===== src/rtl/page_stream_qout.sv =====
// Output-side page stream queue: FWFT FIFO of {eos,data} tokens with
// registered back-pressure threshold and sticky overflow flag.
module page_stream_qout #(
  parameter int W     = 16,
  parameter int DEPTH = 4,
  parameter int SLACK = 1
) (
  input  logic                     clock,
  input  logic                     reset,
  input  logic [W-1:0]             qin_d,
  input  logic                     qin_e,
  input  logic                     qin_v,
  output logic                     qin_b,
  output logic [W-1:0]             qout_d,
  output logic                     qout_e,
  output logic                     qout_v,
  input  logic                     qout_b,
  output logic [$clog2(DEPTH):0]   occ,
  output logic                     ovf
);

  localparam int AW = $clog2(DEPTH);
  localparam int OW = AW + 1;
  localparam logic [OW-1:0] FULL_C = OW'(DEPTH);
  localparam logic [OW-1:0] THR_C  = OW'(DEPTH - SLACK);

  logic [W:0]    mem_q [DEPTH];
  logic [AW-1:0] rd_q, rd_d;
  logic [AW-1:0] wr_q, wr_d;
  logic [OW-1:0] occ_q, occ_d;
  logic          ovf_q, ovf_d;

  logic deq, enq, full;

  always_comb begin
    full  = (occ_q == FULL_C);
    deq   = (occ_q != '0) && !qout_b;
    // a full queue still accepts when the head leaves on the same edge
    enq   = qin_v && (!full || deq);
    rd_d  = rd_q;
    wr_d  = wr_q;
    occ_d = occ_q;
    ovf_d = ovf_q;
    if (deq) rd_d = rd_q + AW'(1);
    if (enq) wr_d = wr_q + AW'(1);
    unique case ({enq, deq})
      2'b10:   occ_d = occ_q + OW'(1);
      2'b01:   occ_d = occ_q - OW'(1);
      default: occ_d = occ_q;
    endcase
    if (qin_v && !enq) ovf_d = 1'b1;
  end

  always_ff @(posedge clock) begin
    if (reset) begin
      rd_q  <= '0;
      wr_q  <= '0;
      occ_q <= '0;
      ovf_q <= 1'b0;
    end else begin
      rd_q  <= rd_d;
      wr_q  <= wr_d;
      occ_q <= occ_d;
      ovf_q <= ovf_d;
    end
  end

  // storage needs no reset; occupancy alone decides validity
  always_ff @(posedge clock) begin
    if (!reset && enq) mem_q[wr_q] <= {qin_e, qin_d};
  end

  assign qout_v = (occ_q != '0);
  assign qout_d = mem_q[rd_q][W-1:0];
  assign qout_e = mem_q[rd_q][W];
  assign qin_b  = (occ_q >= THR_C);
  assign occ    = occ_q;
  assign ovf    = ovf_q;

endmodule

===== config.mk =====
export PLATFORM = sky130hd
export DESIGN_NAME = page_stream_qout
export DESIGN_NICKNAME = d
export VERILOG_FILES = /design/src/rtl/page_stream_qout.sv
export SDC_FILE = /design/constraint.sdc
export NUM_CORES = 1
export LEC_CHECK = 0
export ABC_CLOCK_PERIOD_IN_PS = 3000
export BUFFER_PORTS_ARGS = -buffer_cell sky130_fd_sc_hd__buf_2
export CORE_ASPECT_RATIO = 0.75
export CORE_UTILIZATION = 50
export CTS_BUF_LIST = sky130_fd_sc_hd__clkbuf_8 sky130_fd_sc_hd__clkbuf_16
export CTS_CLUSTER_DIAMETER = 120
export DETAILED_ROUTE_END_ITERATION = 6
export HOLD_SLACK_MARGIN = 0.05
export PLACE_DENSITY = 0.71
export SYNTH_ARGS = -nofsm -noshare
export SYNTH_HDL_FRONTEND = slang
export SYNTH_SLANG_ARGS = --single-unit
export TNS_END_PERCENT = 50

===== constraint.sdc =====
create_clock -name clock -period 3 [get_ports clock]
set_input_delay 0.9 -clock clock [delete_from_list [all_inputs] [get_ports clock]]
set_output_delay 0.9 -clock clock [all_outputs]
set_load 0.01 [all_outputs]

# Yosys cells after proc, flatten, opt, wreduce, memory -nomap -nowiden
# Memories as Yosys holds them, arrays and structs flattened. A register that Yosys moved wholly into a read port is not among the register bits.
# Cells that the tools add are included.
[totals] ramBits=68 out_inout_bits=23 word_cells=29 reg_bits=8 rom_bits=0 latch_bits=0 memories=1
[memory_table] name="mem_q" words=4 width=17 rd=1 rd_clocked_by_memory_dff=1 wr=1 line="27" source="logic [W:0] mem_q [DEPTH];"
[op_classes] shift=0 mul=0 bitwise_logic=0 muxes=5 magnitude_cmp=1 add_sub_neg=4 div_mod_pow=0 n_reduce_logical=11 n_eq_ne=3
[ops] op="$pmux 3 s2" n=1
[ops] op="$add 2x1->2 const B" n=2
[ops] op="$logic_and 1x1->1" n=4
[ops] op="$logic_not 1->1" n=4
[ops] op="$mux 2" n=2
[ops] op="$add 3x1->3 const B" n=1
[ops] op="$eq 3x3->1 const B" n=1
[ops] op="$ge 3x2->1 const B" n=1
[ops] op="$reduce_bool 3->1" n=1
[ops] op="$sub 3x1->3 const B" n=1
[ops] op="$eq 2x1->1 const B" n=1
[ops] op="$eq 2x2->1 const B" n=1
[ops] op="$mux 1" n=2
[ops] op="$reduce_bool 2->1" n=1
[ops] op="$logic_or 1x1->1" n=1

# Logic depth before layout (Yosys ltp)
# Gate-level depths: netlist of the first run.
[depth] depth_word=7 mapped_depth=7 ltp_nobuf=6

# Worst setup path before layout of the first run
# No wires, ideal clock.
[synth_path] path_kind="input port to flip-flop" from="input qin_v" to="register occ_q[2] (netlist: occ[2])" arrival_time_ns=2.347 path_stages=6 path_buffers=1 path_slack_ns=0.539 cell_sequence="buf_2 -> or3_1 -> fa_1 -> nand3b_1 -> a32o_1 -> a21o_1"
[synth_via] elab_chain_cells=3
[synth_rtl] element="from (decl)" line="12" source="input logic qin_v,"
[synth_rtl] element="$logic_and 1x1->1 (*)" line="39" source="enq = qin_v && (!full || deq);"
[synth_rtl] element="$eq 2x1->1 / $eq 2x2->1 (equally long branches)" line="46" source="unique case ({enq, deq})"
[synth_rtl] element="$pmux 3 s2 / $reduce_bool 2->1 (equally long branches)"
[synth_rtl] element="to (signal assigned)" line="58" source="occ_q <= '0;"
[synth_rtl] element="to (signal assigned)" line="63" source="occ_q <= occ_d;"
[synth_rtl] element="to (decl)" line="30" source="logic [OW-1:0] occ_q, occ_d;"
# Mark *: on every way between the ends. The rest lies on a longest branch, timed or not.
# A chain may end at the register's enable or synchronous reset.

==> results of run 1 <==
==> registers in the layout (all words and copies together), names as in the netlist, named ones only <==
register,flops
mem_q,68
occ,3
rd_q,2
wr_q,2
ovf,1
==> critical path, cell delays in order, from the launching register on <==
cell,delay (ns)
dfxtp_1,0.54
buf_12,0.22
mux4_2,0.53
buf_2,0.16
==> cell families (layout without fill, tap and decap cells) <==
kind of cell | Yosys count | in the layout | share of synthesized area
flip-flops | 78 | 78 | 0.726
AND/OR/NAND/NOR | 24 | 24 | 0.0547
AO/OA/AOI/OAI | 18 | 18 | 0.0401
multiplexers | 17 | 17 | 0.124
buffers and inverters | 17 | 76 | 0.0275
adder cells (fa/ha/maj) | 5 | 5 | 0.0227
XOR/XNOR | 2 | 2 | 0.00567
==> placed cells by master (no fill, tap or decap), types with 4 or more instances in the layout <==
cell and n:
buf_2 43, clkbuf_8 10, mux4_2 17, a21oi_1 5, buf_4 8, inv_1 9, and2_1 4, nor2_1 5
edfxtp_1 68, ha_1 4, nand3b_1 4, dfxtp_1 10
==> worst max path at each step <==
stage,from,to,slack (ns),depth (start not counted)
after global routing,register,qout_d[14],0.16,3
after detailed placement,qout_b,mem_q[0][13],0.24,4
final,register,qout_d[14],0.31,3
after CTS,register,qout_d[14],0.26,3
after global placement,qout_b,mem_q[0][5],0.37,4
after floorplan,qin_v,occ[2],0.54,6
==> power groups by stage <==
stage | logic (mW) | clock network (mW) | registers (mW)
global placement | 0.292 | 0 | 1.28
floorplan | 0.217 | 0 | 1.26
CTS | 0.306 | 0.698 | 1.26
detailed placement | 0.305 | 0 | 1.28
finish | 0.302 | 0.679 | 1.25
global route | 0.333 | 0.750 | 1.26
==> layer usage <==
metal  global-route usage  wire length [um]  share of wire  vias up
met5                    0                 0              0        -
met4               0.0462                11         0.0021        0
met3               0.0697               254          0.049        2
met2                0.306              2760           0.53       46
met1                0.226              2150           0.42      821
li1                     -                 -              -      751
==> through the flow <==
stage               hold WS, ns  cells  instance area, sq um
floorplan                 0.453    161                  3090
global placement          0.464    282                  3430
detailed placement        0.462    282                  3430
CTS                       0.482    298                  3600
global route              0.524    298                  3600
finish                    0.476    298                  3600
==> final cells by class <==
| cell class | count | share of cell area |
|---|---|---|
| inverters | 8 | 0.00833 |
| clock inverters | 6 | 0.0104 |
| well taps | 78 | 0.0271 |
| multi-input cells | 66 | 0.212 |
| clock buffers | 10 | 0.0382 |
| repair buffers | 52 | 0.0819 |
| flip-flops and latches | 78 | 0.622 |
==> impl_metrics.ini, run 1 <==
[die]
die_area_sq_um = 6500
die_y_um = 70.1
io_pins = 44
start_util = 0.525
core_area_sq_um = 5890
die_width_um = 92.8
row_count = 24

[power]
seqPwrFrac = 0.561
ir_worst_vdd_uv = 335
p_clk_frac = 0.304
p_sw_frac = 0.244
design_power_total_mw = 2.23
power_frac_comb = 0.135
power_density_nw_per_um2 = 620
p_sw_mw = 0.545
power.internal_mw = 1.69
leakage_nw = 1.27

[finish]
drive_gt1_frac = 0.395
multiInputGateArea_sq_um = 763
utilization = 0.612
nets = 241
area_delta_synth_final_pct = 16.6
register_area_sq_um = 2240
num_antenna_cells = 0
fill_cells = 461

[hold_path]
hold_path_depth = 2
whs_endpoint = ovf
hp-class = reg2reg
hp-start = ovf

[place]
place_hpwl_um = 3560
gp_congestion = 0.761
port_buffers = 43
dpl_worst_slack_ns = 0.237

[outcome]
status = completed

[clock_network]
worstSkewPairLatency_ns = 0.34
root_buffer = clkbuf_8
cts_tree = done
cts.clk_slew.worst_paths_ns = 0.07
cts-buffers-inserted = 9
htree_levels = 3
postCtsSetupRepairBufs = 0
cts_resized = 0
clkSinkCount = 78
clock_path_buffers = 2
cts.hold.buffers_added = 0

[synthesis]
synth_area_leaders = edfxtp_1, mux4_2, dfxtp_1
synth_largest_area_cell = edfxtp_1
netlist_area_sq_um = 3090
synth_most_common_cell = edfxtp_1
synth_cell_types = 35
synth_commonest_cells = edfxtp_1, mux4_2, dfxtp_1
synth_nets = 187
async_flop_share = 0
yosys.area.top_type_share = 0.661
synth_edf_count = 68
synth.avg_cell_area_sq_um = 19.2
ys_warn_count = 0
syn_inst = 161
ys_seq_area_frac = 0.726
ys_ff_latch = 78
synth_flop_cell = edfxtp_1

[timing]
min_period_ns = 2.69
drv_slew = 0
hold_viol = 0
fmax_ghz = 0.372
period_share = 0.895
finalSetupViolCount = 0
worst_slack_ns = 0.315
slew_headroom = 0.418
rsz0062_at_grt = false
setup_tns_ns = 0
tightest_slew_ns = 0.872
fin_worst_skew_ns = 0.00997

[detailed_routing]
dr.pass1.iters = 4
totalWireLength_um = 5170
drt_iter0_markers = 85
antenna_left = 0
vias_per_cell = 5.44
drc_errors = 0
wire_per_inst_um = 17.4
vias = 1620

[grt]
grt_overflow = 0
grt_use_total = 0.183
grt_max_degree = 18
grt_pass1_vias = 1689
grt_pass1_wl_um = 8550
antenna_found_initial = 0

[setup_path]
timing.rr.start = occ[0]
worstSetupPathType = reg2out
start_kind = register
rr_endpoint = mem_q[0][8]
crit_arrival_ns = 1.79
worstPathRequired_ns = 2.10
r2r_slack_ns = 0.84
reg2reg_depth = 3
end_kind = output port
path_max_fanout = 13

[run]
cap_violations = 0
(Power assumes the default switching activity.)
==> run 2: changes to the inputs <==
--- a/config.mk
+++ b/config.mk
@@ -13,7 +13,7 @@
 export CTS_CLUSTER_DIAMETER = 120
 export DETAILED_ROUTE_END_ITERATION = 6
 export HOLD_SLACK_MARGIN = 0.05
-export PLACE_DENSITY = 0.71
+export PLACE_DENSITY = 0.76
 export SYNTH_ARGS = -nofsm -noshare
 export SYNTH_HDL_FRONTEND = slang
 export SYNTH_SLANG_ARGS = --single-unit
==> run 2 against run 1 <==
Against the previous run: worst hold slack worse by 0.0026 ns; routed wire length is 6.2% lower; global-route usage shrank 1.4 points; via count fell by 2.3%; sequential cell count is the same; highest routed layer unchanged; first-iteration DRC count grew 8.2%; sequential share of layout area rose by 0.087 points; non-clock buffer count stayed put; die area did not move; largest cell class unchanged.
==> impl_metrics.ini, run 2 (synthesized netlist as in run 1, its figures left out) <==
[timing]
period_share = 0.860
rsz0062_at_grt = false
tightest_slew_ns = 0.409
worst_slack_ns = 0.420
fin_worst_skew_ns = 0.00735
drv_slew = 0
setup_tns_ns = 0
slew_headroom = 0.727
fmax_ghz = 0.388
finalSetupViolCount = 0
hold_viol = 0
min_period_ns = 2.58

[detailed_routing]
totalWireLength_um = 4850
vias = 1582
wire_per_inst_um = 16.3
vias_per_cell = 5.31
drt_iter0_markers = 92
drc_errors = 0
antenna_left = 0
dr.pass1.iters = 4

[die]
row_count = 24
die_y_um = 70.1
start_util = 0.525
core_area_sq_um = 5890
die_width_um = 92.8
io_pins = 44
die_area_sq_um = 6500

[clock_network]
clkSinkCount = 78
postCtsSetupRepairBufs = 0
cts_resized = 0
cts.clk_slew.worst_paths_ns = 0.07
cts-buffers-inserted = 9
htree_levels = 3
cts_tree = done
clock_path_buffers = 2
root_buffer = clkbuf_8
cts.hold.buffers_added = 0
worstSkewPairLatency_ns = 0.33

[finish]
area_delta_synth_final_pct = 16.4
fill_cells = 448
utilization = 0.611
nets = 241
final_common_cell = edfxtp_1
register_area_sq_um = 2240
final_cell_mix = edfxtp_1, buf_2, mux4_2
postLayoutCellArea_sq_um = 3600
num_antenna_cells = 0
largest_register_ffs = 68
largest_register = mem_q
multiInputGateArea_sq_um = 763
drive_gt1_frac = 0.391

[place]
port_buffers = 43
dpl_worst_slack_ns = 0.461
dpl_cell_area_sq_um = 3420
place_hpwl_um = 3260
gp_congestion = 0.751

[setup_path]
path_delay_family = multiplexers
path_max_fanout = 17
start_kind = register
crit_chain = buf_4 > mux4_2 > buf_2
r2r_slack_ns = 0.88
critPathBufInv = 2
worstPathRequired_ns = 2.10
max_stage_delay_ns = 0.57
rr_endpoint = occ[2]
reg2reg_depth = 6
timing.rr.start = occ[0]
slowest_stage = mux4_2
crit_arrival_ns = 1.68
worstSetupPathType = reg2out
end_kind = output port

[power]
design_power_total_mw = 2.26
leakage_nw = 1.27
ir_worst_vdd_uv = 372
power_density_nw_per_um2 = 627

[run]
cap_violations = 0

[outcome]
status = completed

[grt]
grt_overflow = 0
grt_use_total = 0.169
grt_max_degree = 18
antenna_found_initial = 0
grt_pass1_vias = 1553
grt_pass1_wl_um = 7880

[hold_path]
hp-start = ovf
hp-class = reg2reg
whs_endpoint = ovf
hold_path_depth = 2
## run 2: cell count changes in the layout (fill, tap and decap cells not counted)
| cell | before | now |
|---|---|---|
| inv_1 | 9 | 10 |
| clkinv_4 | 1 | 0 |
| inv_6 | 1 | 0 |
| clkbuf_8 | 10 | 9 |
| buf_4 | 8 | 9 |
| bufinv_16 | 0 | 1 |
| buf_12 | 1 | 0 |
| clkinv_2 | 1 | 2 |
## run 2: worst max-delay path by stage
| stage | end | slack [ns] | startpoint | cells after the start |
|---|---|---|---|---|
| 6_report | qout_d[9] | 0.42 | register | 3 |
| 5_1_grt | qout_d[2] | 0.30 | register | 3 |
| 4_1_cts | qout_d[2] | 0.37 | register | 3 |
| 3_5_place_dp | occ[2] | 0.46 | qin_v | 6 |
| 3_3_place_gp | occ[2] | 0.50 | qin_v | 6 |
| 2_1_floorplan | occ[2] | 0.54 | qin_v | 6 |
## run 2: where the power goes
part	internal [mW]	switching [mW]
clock	0.372	0.337
combinational	0.145	0.153
sequential	1.22	0.0281
## run 2: cell type report
type / count / share of cell area
inverters: 8 / 0.00834
clock buffers: 9 / 0.0344
well taps: 78 / 0.0271
repair buffers: 52 / 0.0786
multi-input cells: 66 / 0.212
clock inverters: 7 / 0.0163
flip-flops and latches: 78 / 0.623
## run 2: through the flow
stage / std cells / hold WS (ns)
global route: 298 / 0.522
detailed placement: 282 / 0.461
CTS: 298 / 0.479
global placement: 282 / 0.446
finish: 298 / 0.473
floorplan: 161 / 0.453
## run 2: worst min-delay path: stages, from the launching register on
cell and delay, ns:
dfxtp_1 0.32, a31oi_1 0.04, nor2_1 0.07
## run 2: per-layer routing
metal | track usage | share of wire
met1 | 0.229 | 0.45
met2 | 0.257 | 0.50
met3 | 0.0545 | 0.031
met4 | 0.0667 | 0.011
met5 | 0 | 0
